==> src/rtl/binary_to_gray_counter_if.sv <==
// Control and status bundle for the binary/Gray up-down counter.
// The bench drives through master; the counter sees the same wires through slave.
interface binary_to_gray_counter_if #(
  parameter int WIDTH = 4
);
  // Level signals with no handshake: the counter samples en, up_dn, load and
  // load_bin on every rising clk edge; binary, gray, wrap and step_err are
  // registered and valid for the whole cycle that follows the edge.
  logic             en;
  logic             up_dn;
  logic             load;
  logic [WIDTH-1:0] load_bin;
  logic [WIDTH-1:0] binary;
  logic [WIDTH-1:0] gray;
  logic             wrap;
  logic             step_err;

  modport master (
    output en, up_dn, load, load_bin,
    input  binary, gray, wrap, step_err
  );

  modport slave (
    input  en, up_dn, load, load_bin,
    output binary, gray, wrap, step_err
  );
endinterface

==> src/rtl/binary_to_gray_counter.sv <==
// Up/down binary counter with a registered Gray mirror, a roll-over pulse and
// a sticky flag that trips if a counting edge moves the Gray code by other than one bit.
module binary_to_gray_counter #(
  parameter int WIDTH = 4
) (
  input  logic                       clk,
  input  logic                       rst_n,
  binary_to_gray_counter_if.slave    bus
);

  localparam logic [WIDTH-1:0] ONE  = {{(WIDTH-1){1'b0}}, 1'b1};
  localparam logic [WIDTH-1:0] ZERO = '0;
  localparam logic [WIDTH-1:0] ONES = '1;

  logic [WIDTH-1:0] binary_q, binary_d;
  logic [WIDTH-1:0] gray_q,   gray_d;
  logic             wrap_q,   wrap_d;
  logic             step_err_q, step_err_d;

  logic             count_edge;
  logic [WIDTH-1:0] gray_diff;
  logic             one_bit_step;

  assign count_edge = !bus.load && bus.en;

  always_comb begin
    binary_d = binary_q;
    if (bus.load) begin
      binary_d = bus.load_bin;
    end else if (bus.en) begin
      if (bus.up_dn) binary_d = binary_q + ONE;
      else           binary_d = binary_q - ONE;
    end
  end

  // Gray is derived from the next binary value so both registers load together.
  assign gray_d = binary_d ^ (binary_d >> 1);

  assign gray_diff    = gray_d ^ gray_q;
  assign one_bit_step = (gray_diff != ZERO) && ((gray_diff & (gray_diff - ONE)) == ZERO);

  always_comb begin
    wrap_d     = 1'b0;
    step_err_d = step_err_q;
    if (count_edge) begin
      wrap_d = bus.up_dn ? (binary_q == ONES) : (binary_q == ZERO);
      if (!one_bit_step) step_err_d = 1'b1;
    end
  end

  always_ff @(posedge clk or negedge rst_n) begin
    if (!rst_n) begin
      binary_q   <= '0;
      gray_q     <= '0;
      wrap_q     <= 1'b0;
      step_err_q <= 1'b0;
    end else begin
      binary_q   <= binary_d;
      gray_q     <= gray_d;
      wrap_q     <= wrap_d;
      step_err_q <= step_err_d;
    end
  end

  assign bus.binary   = binary_q;
  assign bus.gray     = gray_q;
  assign bus.wrap     = wrap_q;
  assign bus.step_err = step_err_q;

endmodule

==> src/flat_wrapper.sv <==
// flat-port wrapper written by rule: the top's interface ports become plain ports
module binary_to_gray_counter_flat 
#(
  parameter int WIDTH = 4
)
  (clk, rst_n, bus_en, bus_up_dn, bus_load, bus_load_bin, bus_binary, bus_gray, bus_wrap, bus_step_err);
  binary_to_gray_counter_if #(.WIDTH(WIDTH)) bus_i ();
  input  logic clk;
  input  logic rst_n;
  input wire logic [$bits(bus_i.en)-1:0] bus_en;
  input wire logic [$bits(bus_i.up_dn)-1:0] bus_up_dn;
  input wire logic [$bits(bus_i.load)-1:0] bus_load;
  input wire logic [$bits(bus_i.load_bin)-1:0] bus_load_bin;
  output wire logic [$bits(bus_i.binary)-1:0] bus_binary;
  output wire logic [$bits(bus_i.gray)-1:0] bus_gray;
  output wire logic [$bits(bus_i.wrap)-1:0] bus_wrap;
  output wire logic [$bits(bus_i.step_err)-1:0] bus_step_err;
  assign bus_i.en = bus_en;
  assign bus_i.up_dn = bus_up_dn;
  assign bus_i.load = bus_load;
  assign bus_i.load_bin = bus_load_bin;
  assign bus_binary = bus_i.binary;
  assign bus_gray = bus_i.gray;
  assign bus_wrap = bus_i.wrap;
  assign bus_step_err = bus_i.step_err;
  binary_to_gray_counter #(.WIDTH(WIDTH)) u_core (.clk(clk), .rst_n(rst_n), .bus(bus_i));
endmodule
==> config.mk <==
export PLATFORM = sky130hd
export DESIGN_NAME = binary_to_gray_counter_flat
export DESIGN_NICKNAME = d
export VERILOG_FILES = /design/src/rtl/binary_to_gray_counter_if.sv /design/src/rtl/binary_to_gray_counter.sv /design/src/flat_wrapper.sv
export SDC_FILE = /design/constraint.sdc
export NUM_CORES = 1
export LEC_CHECK = 0
export ABC_AREA = 1
export BUFFER_PORTS_ARGS = -buffer_cell sky130_fd_sc_hd__buf_2
export CORE_MARGIN = 2
export CORE_UTILIZATION = 35
export CTS_CLUSTER_DIAMETER = 40
export DETAILED_ROUTE_END_ITERATION = 16
export GPL_TIMING_DRIVEN = 0
export HOLD_SLACK_MARGIN = 0.12
export PLACE_DENSITY_LB_ADDON = 0.25
export SLEW_MARGIN = 5
export SYNTH_ARGS = -nofsm -noshare
export SYNTH_HDL_FRONTEND = slang
export SYNTH_SLANG_ARGS = --single-unit
==> constraint.sdc <==
create_clock -name clk -period 2.4 [get_ports clk]
set_input_delay 0.24 -clock clk [delete_from_list [all_inputs] [get_ports clk]]
set_output_delay 0.24 -clock clk [all_outputs]
set_load 0.05 [all_outputs]
### Yosys cells after proc, flatten, opt, wreduce, memory -nomap -nowiden

Index checks and enable logic that the tools add are counted.
W data, S select, Z words.

* bits in registers: 10
* bits in latches: 0
* memory bits (writable): 0
* bits in read-only memories: 0
* word-level logic and storage cells: 24
* memories kept: 0

* $add $sub $neg: 3
* multiply operators: 0
* div/mod/pow operators: 0
* order comparisons: 0
* equal/unequal tests: 1
* shift-type cells: 0
* multiplexer cells: 5
* bitwise gates (word level): 4
* reduce and logical (&&, ||, !) cells: 7

Operators by type and width (number)
* $mux W4: 3
* $logic_not A4 Y1: 2
* $sub A4 B1 Y4 const B: 2
* $add A4 B1 Y4 const B: 1
* $and A4 B4 Y4: 1
* $eq A4 B4 Y1 const B: 1
* $reduce_bool A4 Y1: 1
* $xor A4 B3 Y4: 1
* $xor A4 B4 Y4: 1
* $logic_and A1 B1 Y1: 2
* $mux W1: 2
* $reduce_and A2 Y1: 1
* $logic_not A1 Y1: 1
* $not A1 Y1: 1

### Longest topological paths before layout

* depth after elaboration: 12
* gate-level depth with buffers: 17

### Least setup slack after synthesis

Ideal clock, no wire load.

* kind: reg2reg
* from: register u_core.binary_q[1], in the netlist u_core.bus.binary[1]
* to: register u_core.step_err_q, in the netlist u_core.bus.step_err
* data arrival time: 2.117 ns
* slack: 0.166 ns
* cell stages (with the launch flop): 16
* path buffers: 0
* clock period less this slack: 2.234 ns
* cells stage by stage: dfrtp_1 fa_1 inv_1 nand2_1 nand3_1 nand2_2 nand2_1 nand3_1 nand2_1 clkinv_1 nor2_1 nand2_1 nand3_1 nand3_1 nand2_1 nand2_1

* longest elaborated chain between the ends: 12

RTL lines
* start: declaration: RTL line binary_to_gray_counter.sv:15 `logic [WIDTH-1:0] binary_q, binary_d;`
* start signal: assignment: RTL line binary_to_gray_counter.sv:58 `binary_q <= binary_d;`
* $sub A4 B1 Y4 or $add A4 B1 Y4 (tied branches): RTL line binary_to_gray_counter.sv:32, binary_to_gray_counter.sv:31
* $mux W4: RTL line binary_to_gray_counter.sv:31 `if (bus.up_dn) binary_d = binary_q + ONE;`
* $mux W4 *: RTL line binary_to_gray_counter.sv:30 `end else if (bus.en) begin`
* $mux W4 *: RTL line binary_to_gray_counter.sv:28 `if (bus.load) begin`
* via u_core.binary_d[1]: RTL line binary_to_gray_counter.sv:15
* $xor A4 B3 Y4 *: RTL line binary_to_gray_counter.sv:37 `assign gray_d = binary_d ^ (binary_d >> 1);`
* $xor A4 B4 Y4 *: RTL line binary_to_gray_counter.sv:39 `assign gray_diff = gray_d ^ gray_q;`
* $sub A4 B1 Y4: RTL line binary_to_gray_counter.sv:40 `assign one_bit_step = (gray_diff != ZERO) && ((gray_diff & (gray_diff - ONE)) == ZERO);`
* $and A4 B4 Y4: RTL line binary_to_gray_counter.sv:40
* $logic_not A4 Y1: RTL line binary_to_gray_counter.sv:40
* $logic_and A1 B1 Y1 *: RTL line binary_to_gray_counter.sv:40
* $not A1 Y1 (no line) *
* $reduce_and A2 Y1 (no line) *
* end signal: assignment: RTL line binary_to_gray_counter.sv:61 `step_err_q <= step_err_d;`
* end: declaration: RTL line binary_to_gray_counter.sv:18 `logic step_err_q, step_err_d;`

Mark *: on every way through the listed nets, which the timed path passes. The rest lies on a longest branch.
A chain may end at the register's enable or synchronous reset.

### Final worst setup path

* from: register u_core.binary_q[0], in the netlist u_core.bus.binary[0]
* to: register u_core.step_err_q, in the netlist u_core.bus.step_err

* longest elaborated chain between the ends: 12

RTL lines (RTL line)
* $sub A4 B1 Y4 or $add A4 B1 Y4 (tied branches): binary_to_gray_counter.sv:32, binary_to_gray_counter.sv:31
* $mux W4 *: binary_to_gray_counter.sv:31
* $mux W4 *: binary_to_gray_counter.sv:30
* $mux W4 *: binary_to_gray_counter.sv:28
* via u_core.binary_d[1]: binary_to_gray_counter.sv:15
* $xor A4 B3 Y4 *: binary_to_gray_counter.sv:37
* $xor A4 B4 Y4 *: binary_to_gray_counter.sv:39
* $sub A4 B1 Y4: binary_to_gray_counter.sv:40
* $and A4 B4 Y4: binary_to_gray_counter.sv:40
* $logic_not A4 Y1: binary_to_gray_counter.sv:40
* $logic_and A1 B1 Y1 *: binary_to_gray_counter.sv:40
* $not A1 Y1 (no line) *
* $reduce_and A2 Y1 (no line) *

Marked as above.

==> impl_metrics.tcl <==
set metrics [dict create \
    multi_input_area_um2 427.9 \
    layout.nets 148 \
    drc 0 \
    core-area_um2 1962 \
    syn_inst 112 \
    ys_seq_area_frac 0.3109 \
    drtIter0Drc 15 \
    cts-root-buf "clkbuf_4" \
    groute.usage.overall 0.1386 \
    synth_top_area_cell "dfrtp_1" \
    vias_per_cell 4.549 \
    clkTransAtPathRegs_ns 0.06 \
    grt_pass1_vias 642 \
    clock.fmax_mhz 469.9 \
    internal-power_mw 0.3209 \
    synth_nets 124 \
    critPathMaxStageDelay_ns 0.52 \
    placed_cells 157 \
    ios 19 \
    rsz0062_at_grt "false" \
    wl_met2_um 752 \
    syn_avg_cell_area_um2 6.468 \
    synth.area.top_cells "dfrtp_1, nand2_1, nand3_1" \
    skew_ns 0.003332 \
    wl_met3_um 98 \
    area_growth_pct 22.11 \
    fin_crit_ns 2.128 \
    setup_viol 0 \
    cp_top_family "simple AND/OR/NAND/NOR gates" \
    hold_class "in -> reg" \
    yosys_warnings 0 \
    postRouteAntennaNets 0 \
    fp.dieH_um 49.50 \
    stdcell_count 162 \
    syn-cell-area_um2 724.4 \
    ys_seq_elements 9 \
    via_count 737 \
    p_leak_nw 0.5184 \
    cts_buffer_depth 2 \
    max-cap-violations 0 \
    arrival_ns 2.28 \
    grt_max_degree 10 \
    clk_latency_ns 0.26 \
    clock-sinks 9 \
    path_class "reg -> reg" \
    hpwlAfterDp_um 1270 \
    cp_common_cell "nand2_1" \
    highest_layer "met3" \
    post_cts.repair.setup_buffers 0 \
    crit_chain "fa_1 -> inv_1 -> nand2_1 -> nand3_1 -> nand2_2 -> nand2_1 -> nand3_1 -> nand2_1 -> clkinv_1 -> nor2_1 -> nand2_1 -> nand3_1 -> nand3_1 -> nand2_1 -> nand2_1" \
    maxSlewViolCount 0 \
    cts_buffers 3 \
    cts_tree "done" \
    synth_cell_types 19 \
    drt_pass1_iterations 4 \
    io_buffers 18 \
    slew_headroom 0.8381 \
    path_buf_inv 2 \
    peakVddDrop_mv 0.3280 \
    gp_congestion 0.7826 \
    die_w_um 49.50 \
    nFillCells 232 \
    initial_core_util 0.3693 \
    antenna_found_initial 0 \
    end_kind "flip-flop" \
    die_area_um2 2450 \
    status "finished clean" \
    power_frac_comb 0.475 \
    wl_met1_um 731 \
    antenna_cells 0 \
    seqPwrFrac 0.326 \
    power_density_nw_per_um2 659.3 \
    cts_htree_levels 1 \
    cts_resized 0 \
    drive_gt1_frac 0.2444 \
    regArea_um2 225.2 \
    grt_pass1_wl_um 2587 \
    fin_crit_sh 0.8866 \
    rows 16 \
    worst_pin_slew_ns 0.2429 \
    cpMaxStageDelayCell "fa_1" \
    swShare 0.4498 \
    wirelength_um 1582 \
    cp.required_ns 2.55 \
    startpoint_type "flip-flop" \
    fin_tns_setup_ns 0 \
    hold_viol_final 0 \
    wl_per_cell_um 9.765 \
    synth_top_area_share 0.3109 \
    clock_power_share 0.198 \
    cp_max_fo 6 \
    netSwitchingPower_mw 0.2623 \
    overflow 0 \
]
## stage by stage
| step | hold WS [ns] | cell area (um2) | utilization | setup slack, ns | power (mW) |
|---|---|---|---|---|---|
| final | 0.2595 | 884.6 | 0.4509 | 0.2721 | 0.5832 |
| after global routing | 0.2546 | 884.6 | 0.4509 | 0.009408 | 0.6383 |
| after CTS | 0.2409 | 884.6 | 0.4509 | 0.2467 | 0.5946 |
| after detailed placement | 0.1111 | 848.3 | 0.4324 | 0.2640 | 0.4716 |
| after global placement | 0.1090 | 848.3 | 0.4324 | 0.2954 | 0.4654 |
| after floorplan | -0.05559 | 724.4 | - | 0.1659 | 0.4090 |
## sequential cells by signal, indices dropped and copies added (netlist names)
register	flops
u_core.bus.wrap	1
u_core.bus.step_err	1
u_core.bus.gray	3
u_core.bus.binary	4
## synthesized netlist by cell type, drive strengths merged
| master | count |
|---|---|
| a21oi | 3 |
| a41oi | 2 |
| buf | 1 |
| clkinv | 1 |
| dfrtp | 9 |
| fa | 1 |
| ha | 2 |
| inv | 16 |
| nand2 | 51 |
| nand3 | 16 |
| nand3b | 2 |
| nor2 | 4 |
| nor4 | 1 |
| or2 | 3 |
## power by group through the flow
stage | clock network [mW] | logic (mW) | registers [mW]
2_1_floorplan | 0 | 0.156 | 0.253
3_3_place_gp | 0 | 0.272 | 0.193
3_5_place_dp | 0 | 0.278 | 0.194
4_1_cts | 0.123 | 0.280 | 0.191
5_1_grt | 0.132 | 0.312 | 0.195
6_report | 0.116 | 0.277 | 0.190
## routing by layer
layer / up-vias / track usage
met4: 0 / 0.02778
met2: 15 / 0.2252
met3: 0 / 0.05758
li1: 399 / -
met5: - / 0
met1: 323 / 0.1730
## what timing repair did
| item | 4_1_cts | 5_1_grt |
|---|---|---|
| endpoints found under the setup margin | 0 | 0 |
| hold buffers | 1 | 0 |
| endpoints found under the hold margin | 9 | 0 |
## cells by family after synthesis
kind of cell	after synthesis	synth area share
AO/OA/AOI/OAI	5	0.05009
adder cells (fa/ha/maj)	3	0.06217
buffers and inverters	18	0.09845
flip-flops	9	0.3109
AND/OR/NAND/NOR	77	0.4784
## final cells by class
class | count | area share
flip-flops and latches | 9 | 0.2546
clock buffers | 4 | 0.02970
repair buffers | 19 | 0.1132
multi-input cells | 85 | 0.4837
well taps | 27 | 0.03819
inverters | 17 | 0.07214
plain buffers | 1 | 0.008487
## cells in the final DEF, fill, tap and decap left out, types with 2 or more instances in the layout
| cell | netlist | layout |
|---|---|---|
| nand2_1 | 47 | 47 |
| buf_2 | 0 | 18 |
| a21oi_1 | 2 | 2 |
| clkbuf_4 | 0 | 3 |
| ha_1 | 2 | 2 |
| nand3b_1 | 2 | 2 |
| or2_2 | 2 | 2 |
| inv_2 | 2 | 2 |
| dfrtp_1 | 9 | 9 |
| nand3_2 | 2 | 2 |
| a41oi_1 | 2 | 2 |
| nor2_1 | 4 | 4 |
| nand2_2 | 4 | 4 |
| inv_1 | 14 | 14 |
| nand3_1 | 14 | 14 |
## path summary, 6_finish.rpt
kind / from / endpoint / slack (ns) / cells past startpoint
setup reg to reg: u_core.bus.binary[0] / u_core.bus.step_err / 0.27 / 15
max in group asynchronous: rst_n / u_core.bus.gray[2] / 1.84 / 2
min in group asynchronous: rst_n / u_core.bus.binary[0] / 0.36 / 2
setup / recovery: u_core.bus.binary[0] / u_core.bus.step_err / 0.27 / 15
hold reg to reg: u_core.bus.step_err / u_core.bus.step_err / 0.46 / 2
hold / removal: bus_load / u_core.bus.wrap / 0.26 / 2
## worst reg2reg max path, delay by kind of cell (launching register included)
family | cells | cell delay, ns
adders and majority gates | 1 | 0.52
buffers and inverters | 2 | 0.15
DFF | 1 | 0.45
and+or+nand+nor | 12 | 0.90
(Power assumes the default switching activity.)
